## config.mk

```make
export PLATFORM = sky130hd
export DESIGN_NAME = lc4_wb_arbiter_ss
export DESIGN_NICKNAME = d
export VERILOG_FILES = /design/src/rtl/lc4_wb_arbiter_ss.sv
export SDC_FILE = /design/constraint.sdc
export NUM_CORES = 1
export LEC_CHECK = 0
export CAP_MARGIN = 20
export CORE_MARGIN = 4
export CORE_UTILIZATION = 25
export DETAILED_ROUTE_END_ITERATION = 12
export PLACE_DENSITY = 0.44
export SYNTH_ARGS = -nofsm -noshare
export SYNTH_HDL_FRONTEND = slang
export SYNTH_SLANG_ARGS = --single-unit
```

## constraint.sdc

```tcl
create_clock -name clk -period 3.6 [get_ports clk]
set_input_delay 0.9 -clock clk [delete_from_list [all_inputs] [get_ports clk]]
set_output_delay 0.9 -clock clk [all_outputs]
set_load 0.05 [all_outputs]
```

## src/rtl/lc4_wb_arbiter_ss.sv

```systemverilog
// lc4_wb_arbiter_ss -- write-back arbiter for the dual-write-port register file.
//
// Pipes A and B own the two regfile write ports and pass straight through.
// Long-latency returns (port L) are queued in a DEPTH-entry FIFO and drain
// through whichever write port the pipes leave idle (A preferred, then B).
// Buffered L writes made stale by a younger pipe write to the same register
// are squashed, and o_pending reports registers with an outstanding L write.
//
// Ports:
//   clk, rst (sync, active-low), gwe (global write enable)
//   i_rd_A / i_wdata_A / i_we_A   pipe A write
//   i_rd_B / i_wdata_B / i_we_B   pipe B write
//   i_l_valid / i_l_rd / i_l_data L return; o_l_ready = FIFO not full
//   o_rf_*_A, o_rf_*_B            regfile write ports
//   o_pending                     bit r set when a valid entry targets r
//   o_count                       FIFO occupancy
module lc4_wb_arbiter_ss #(
  parameter int unsigned n     = 16,
  parameter int unsigned DEPTH = 4
) (
  input  logic                     clk,
  input  logic                     rst,
  input  logic                     gwe,
  input  logic [2:0]               i_rd_A,
  input  logic [n-1:0]             i_wdata_A,
  input  logic                     i_we_A,
  input  logic [2:0]               i_rd_B,
  input  logic [n-1:0]             i_wdata_B,
  input  logic                     i_we_B,
  input  logic                     i_l_valid,
  input  logic [2:0]               i_l_rd,
  input  logic [n-1:0]             i_l_data,
  output logic                     o_l_ready,
  output logic [2:0]               o_rf_rd_A,
  output logic [n-1:0]             o_rf_wdata_A,
  output logic                     o_rf_we_A,
  output logic [2:0]               o_rf_rd_B,
  output logic [n-1:0]             o_rf_wdata_B,
  output logic                     o_rf_we_B,
  output logic [7:0]               o_pending,
  output logic [$clog2(DEPTH):0]   o_count
);

  localparam int unsigned AW = $clog2(DEPTH);
  // DEPTH is a power of two, so "full" is the MSB alone.
  localparam logic [AW:0] FULL = {1'b1, {AW{1'b0}}};

  logic [2:0]    ent_rd   [DEPTH];
  logic [n-1:0]  ent_data [DEPTH];
  logic          ent_vld  [DEPTH];
  logic [AW-1:0] head, tail;
  logic [AW:0]   count;

  logic          kill     [DEPTH];
  logic          l_kill;
  logic          head_stale;
  logic          drain_A, drain_B, drain_we;
  logic          push, pop;

  always_comb begin
    for (int unsigned i = 0; i < DEPTH; i++) begin
      kill[i] = (i_we_A && (ent_rd[i] == i_rd_A)) ||
                (i_we_B && (ent_rd[i] == i_rd_B));
    end
    l_kill     = (i_we_A && (i_l_rd == i_rd_A)) || (i_we_B && (i_l_rd == i_rd_B));
    head_stale = (i_we_A && (ent_rd[head] == i_rd_A)) ||
                 (i_we_B && (ent_rd[head] == i_rd_B));

    o_l_ready = (count != FULL);
    drain_A   = (count != '0) && !i_we_A;
    drain_B   = (count != '0) && i_we_A && !i_we_B;
    // A squashed or stale head still pops, it just writes nothing.
    drain_we  = ent_vld[head] && !head_stale;
    push      = i_l_valid && o_l_ready;
    pop       = drain_A || drain_B;

    o_rf_rd_A    = drain_A ? ent_rd[head]   : i_rd_A;
    o_rf_wdata_A = drain_A ? ent_data[head] : i_wdata_A;
    o_rf_we_A    = drain_A ? drain_we       : i_we_A;
    o_rf_rd_B    = drain_B ? ent_rd[head]   : i_rd_B;
    o_rf_wdata_B = drain_B ? ent_data[head] : i_wdata_B;
    o_rf_we_B    = drain_B ? drain_we       : i_we_B;

    o_pending = '0;
    for (int unsigned i = 0; i < DEPTH; i++) begin
      if (ent_vld[i]) o_pending[ent_rd[i]] = 1'b1;
    end
    o_count = count;
  end

  always_ff @(posedge clk) begin
    if (!rst) begin
      head  <= '0;
      tail  <= '0;
      count <= '0;
      for (int unsigned i = 0; i < DEPTH; i++) ent_vld[i] <= 1'b0;
    end else if (gwe) begin
      for (int unsigned i = 0; i < DEPTH; i++) begin
        if (kill[i]) ent_vld[i] <= 1'b0;
      end
      // Popped slots are invalidated so o_pending only sees live entries.
      // head != tail whenever both push and pop occur, so no slot conflict.
      if (pop) begin
        ent_vld[head] <= 1'b0;
        head          <= head + 1'b1;
      end
      if (push) begin
        ent_rd[tail]   <= i_l_rd;
        ent_data[tail] <= i_l_data;
        ent_vld[tail]  <= !l_kill;
        tail           <= tail + 1'b1;
      end
      case ({push, pop})
        2'b10:   count <= count + 1'b1;
        2'b01:   count <= count - 1'b1;
        default: count <= count;
      endcase
    end
  end

endmodule

```

==> impl_metrics.py <==
metrics = {
    "clocking": {
        "cts-buffers-inserted": 9,
        "clock_latency_ps": 340,
        "cts_tree": "built",
        "cts-htree-levels": 3,
        "ctsHoldBuffers": 0,
        "clk_pin_slew_ps": 60,
        "cts_resized": 0,
        "cts_root_buf": "clkbuf_16",
        "post-cts-setup-buffers": 0,
        "cts_sinks": 89,
        "clock_path_buffers": 2,
    },
    "worst_setup_path": {
        "start_kind": "input pin",
        "crit_buf_inv": 3,
        "worst-r2r-setup-slack_ps": 1040,
        "crit_chain": "clkdlybuf4s50_1 > and3b_4 > buf_12 > mux2_4 > buf_4",
        "end_kind": "output port",
        "cp.required_ps": 2700,
        "slowest_delay_ps": 560,
        "crit_type": "in -> out",
        "crit_family": "buffers and inverters",
        "cp_max_fo": 19,
        "cp_slowest_cell": "clkdlybuf4s50_1",
        "cp.arrival_ps": 2430,
    },
    "sta": {
        "setup_violations": 0,
        "fin_setup_tns_ps": 0,
        "finalCritPeriodShare": 0.926,
        "whs_ps": 520,
        "rsz0062_at_grt": "no",
        "finalHoldViolations": 0,
        "worst_slew_pin_slew_ps": 524,
        "relSlewSlack": 0.649,
        "fin_crit_ps": 3330,
        "clock-skew-final_ps": 4.83,
        "slew_viol_final": 0,
        "max_clock_freq_mhz": 300,
        "fin_ws_ps": 267,
    },
    "layout": {
        "n_antenna_cell": 0,
        "area_growth_pct": 35.5,
        "drive_above_1_share": 0.278,
        "fin_nets": 535,
        "fin_cells": 727,
    },
    "global_route": {
        "grt_util_all_layers": 0.125,
        "grt-ovfl-total": 0,
        "antenna_found_initial": 0,
        "grt_pass1_wl_mm": 20.7,
        "grt_pass1_vias": 3519,
        "grt_max_degree": 20,
    },
    "synthesis": {
        "yosysTopAreaCellShare": 0.473,
        "syn_avg_cell_area_um2": 14.1,
        "ys_async_sr_fraction": 0,
        "synth_nets": 419,
        "synth-seq-cells": 89,
        "synth_area_leader_cell": "edfxtp_1",
        "synthCells": 346,
        "synth.most_common_cell": "edfxtp_1",
        "ys_types": 49,
        "yosysSeqAreaShare": 0.522,
        "synthTopCellsByArea": "edfxtp_1, xnor2_1, mux4_2",
        "synth_flop_cell": "edfxtp_1",
        "synth.cell_area_um2": 4890,
        "yosys_warnings": 0,
        "synth_edf_count": 77,
        "synth_common_cells": "edfxtp_1, xnor2_1, mux2_4",
    },
    "placed_design": {
        "port_buffers": 114,
        "gp_congestion": 0.742,
        "dp_worst_setup_slack_ps": 257,
        "dpl.hpwl_mm": 9.72,
        "place_inst": 711,
    },
    "routing": {
        "vias": 3259,
        "drt_iter0_markers": 133,
        "route.detailed.drc": 0,
        "drtPass1Iterations": 4,
        "wirelength_mm": 13.3,
        "antenna_left": 0,
        "vias_per_cell": 4.48,
        "routedWlPerCell_um": 18.4,
    },
    "run_status": {
        "status": "complete, no violations",
    },
    "die": {
        "design.die.area_um2": 21900,
        "die_h_um": 148,
        "core_area_um2": 19000,
        "initial_core_util": 0.258,
        "placementRows": 50,
        "io_pins": 115,
        "die_x_um": 148,
    },
    "job": {
        "max_cap_violations": 0,
    },
    "power_and_ir_drop": {
        "power.density_nw_per_um2": 507,
        "power.leakage_nw": 2.30,
        "vdd_drop_max_uv": 208,
        "p_total_mw": 3.36,
    },
    "hold_path": {
        "min_path_type": "reg -> reg",
    },
}
cells in the final DEF, fill, tap and decap left out, types with 2 or more instances in the layout:
cell             instances
ha_1                     9
nor3_1                   5
o211ai_1                 2
buf_12                   6
clkinv_2                 2
mux2_2                  18
clkinv_4                 2
o32ai_1                  3
or3_1                    2
mux4_1                   5
a21boi_0                 4
nand2b_1                 6
nand4_1                 16
xnor2_1                 41
nor2b_1                  6
inv_1                   12
buf_4                   54
mux4_2                  15
clkdlybuf4s50_1         74
o221ai_1                 2
nor2_1                   3
a31oi_1                  2
edfxtp_1                77
and4_1                   2
mux2_4                  19
and2_1                   7
clkbuf_16                9
nand3_1                  8
nor3b_1                  3
dfxtp_1                 12
o22ai_1                  3
nand2_1                 15
and3_1                   2
kinds of logic (layout without fill, tap and decap cells):
logic type,after synthesis,after routing,share of synthesized area
buffers and inverters,41,162,0.0404
AND/OR/NAND/NOR,81,81,0.0970
multiplexers,59,59,0.200
flip-flops,89,89,0.522
AO/OA/AOI/OAI,25,25,0.0402
XOR/XNOR,41,41,0.0734
adder cells (fa/ha/maj),10,10,0.0271
final timing paths:
kind / start / end / depth (start not counted)
worst max-delay path: i_we_A / o_rf_wdata_B[1] / 5
worst min-delay path: ent_vld[0]$_DFF_P_ / ent_vld[0]$_DFF_P_ / 2
worst max register to register: o_count[0]$_SDFFE_PN0P_ / o_count[2]$_SDFFE_PN0P_ / 9
worst min register to register: ent_vld[0]$_DFF_P_ / ent_vld[0]$_DFF_P_ / 2
sequential cells by signal (all words and copies together) (netlist names), named ones only:
| register | count |
|---|---|
| tail | 2 |
| o_count | 3 |
| ent_vld | 4 |
| ent_rd | 12 |
| head | 2 |
| ent_data | 64 |
stage by stage:
| step | instance area, µm² | utilization |
|---|---|---|
| 3_5_place_dp | 6330 | 0.334 |
| 5_1_grt | 6630 | 0.350 |
| 6_report | 6630 | 0.350 |
| 2_1_floorplan | 4890 | - |
| 3_3_place_gp | 6330 | 0.334 |
| 4_1_cts | 6630 | 0.350 |
report_power, final:
group | leakage [nW] | total, mW | switching [mW] | internal [mW]
sequential | 0.795 | 1.19 | 0.0360 | 1.16
combinational | 1.36 | 1.23 | 0.707 | 0.526
clock | 0.147 | 0.931 | 0.391 | 0.540
layout make-up:
type	count	area, µm²
fillers	1857	12300
flip-flops and latches	89	2550
multi-input cells	216	2140
repair buffers	134	1270
well taps	260	325
clock buffers	10	229
clock inverters	6	66.3
inverters	12	45.0
worst min-delay path, cell delays in order (launching register included):
cell and delay [ps]:
dfxtp_1 340, nand4_1 80, o22ai_1 60
per-layer routing:
metal | vias up | part of all wire | routed length (µm) | track usage
met3 | 16 | 0.051 | 676 | 0.0297
met5 | - | 0 | 0 | 0
li1 | 1541 | - | - | -
met1 | 1597 | 0.43 | 5760 | 0.152
met4 | 0 | 0.016 | 209 | 0.0471
met2 | 105 | 0.50 | 6700 | 0.217
No activity file was read; power rests on OpenSTA's default activity.
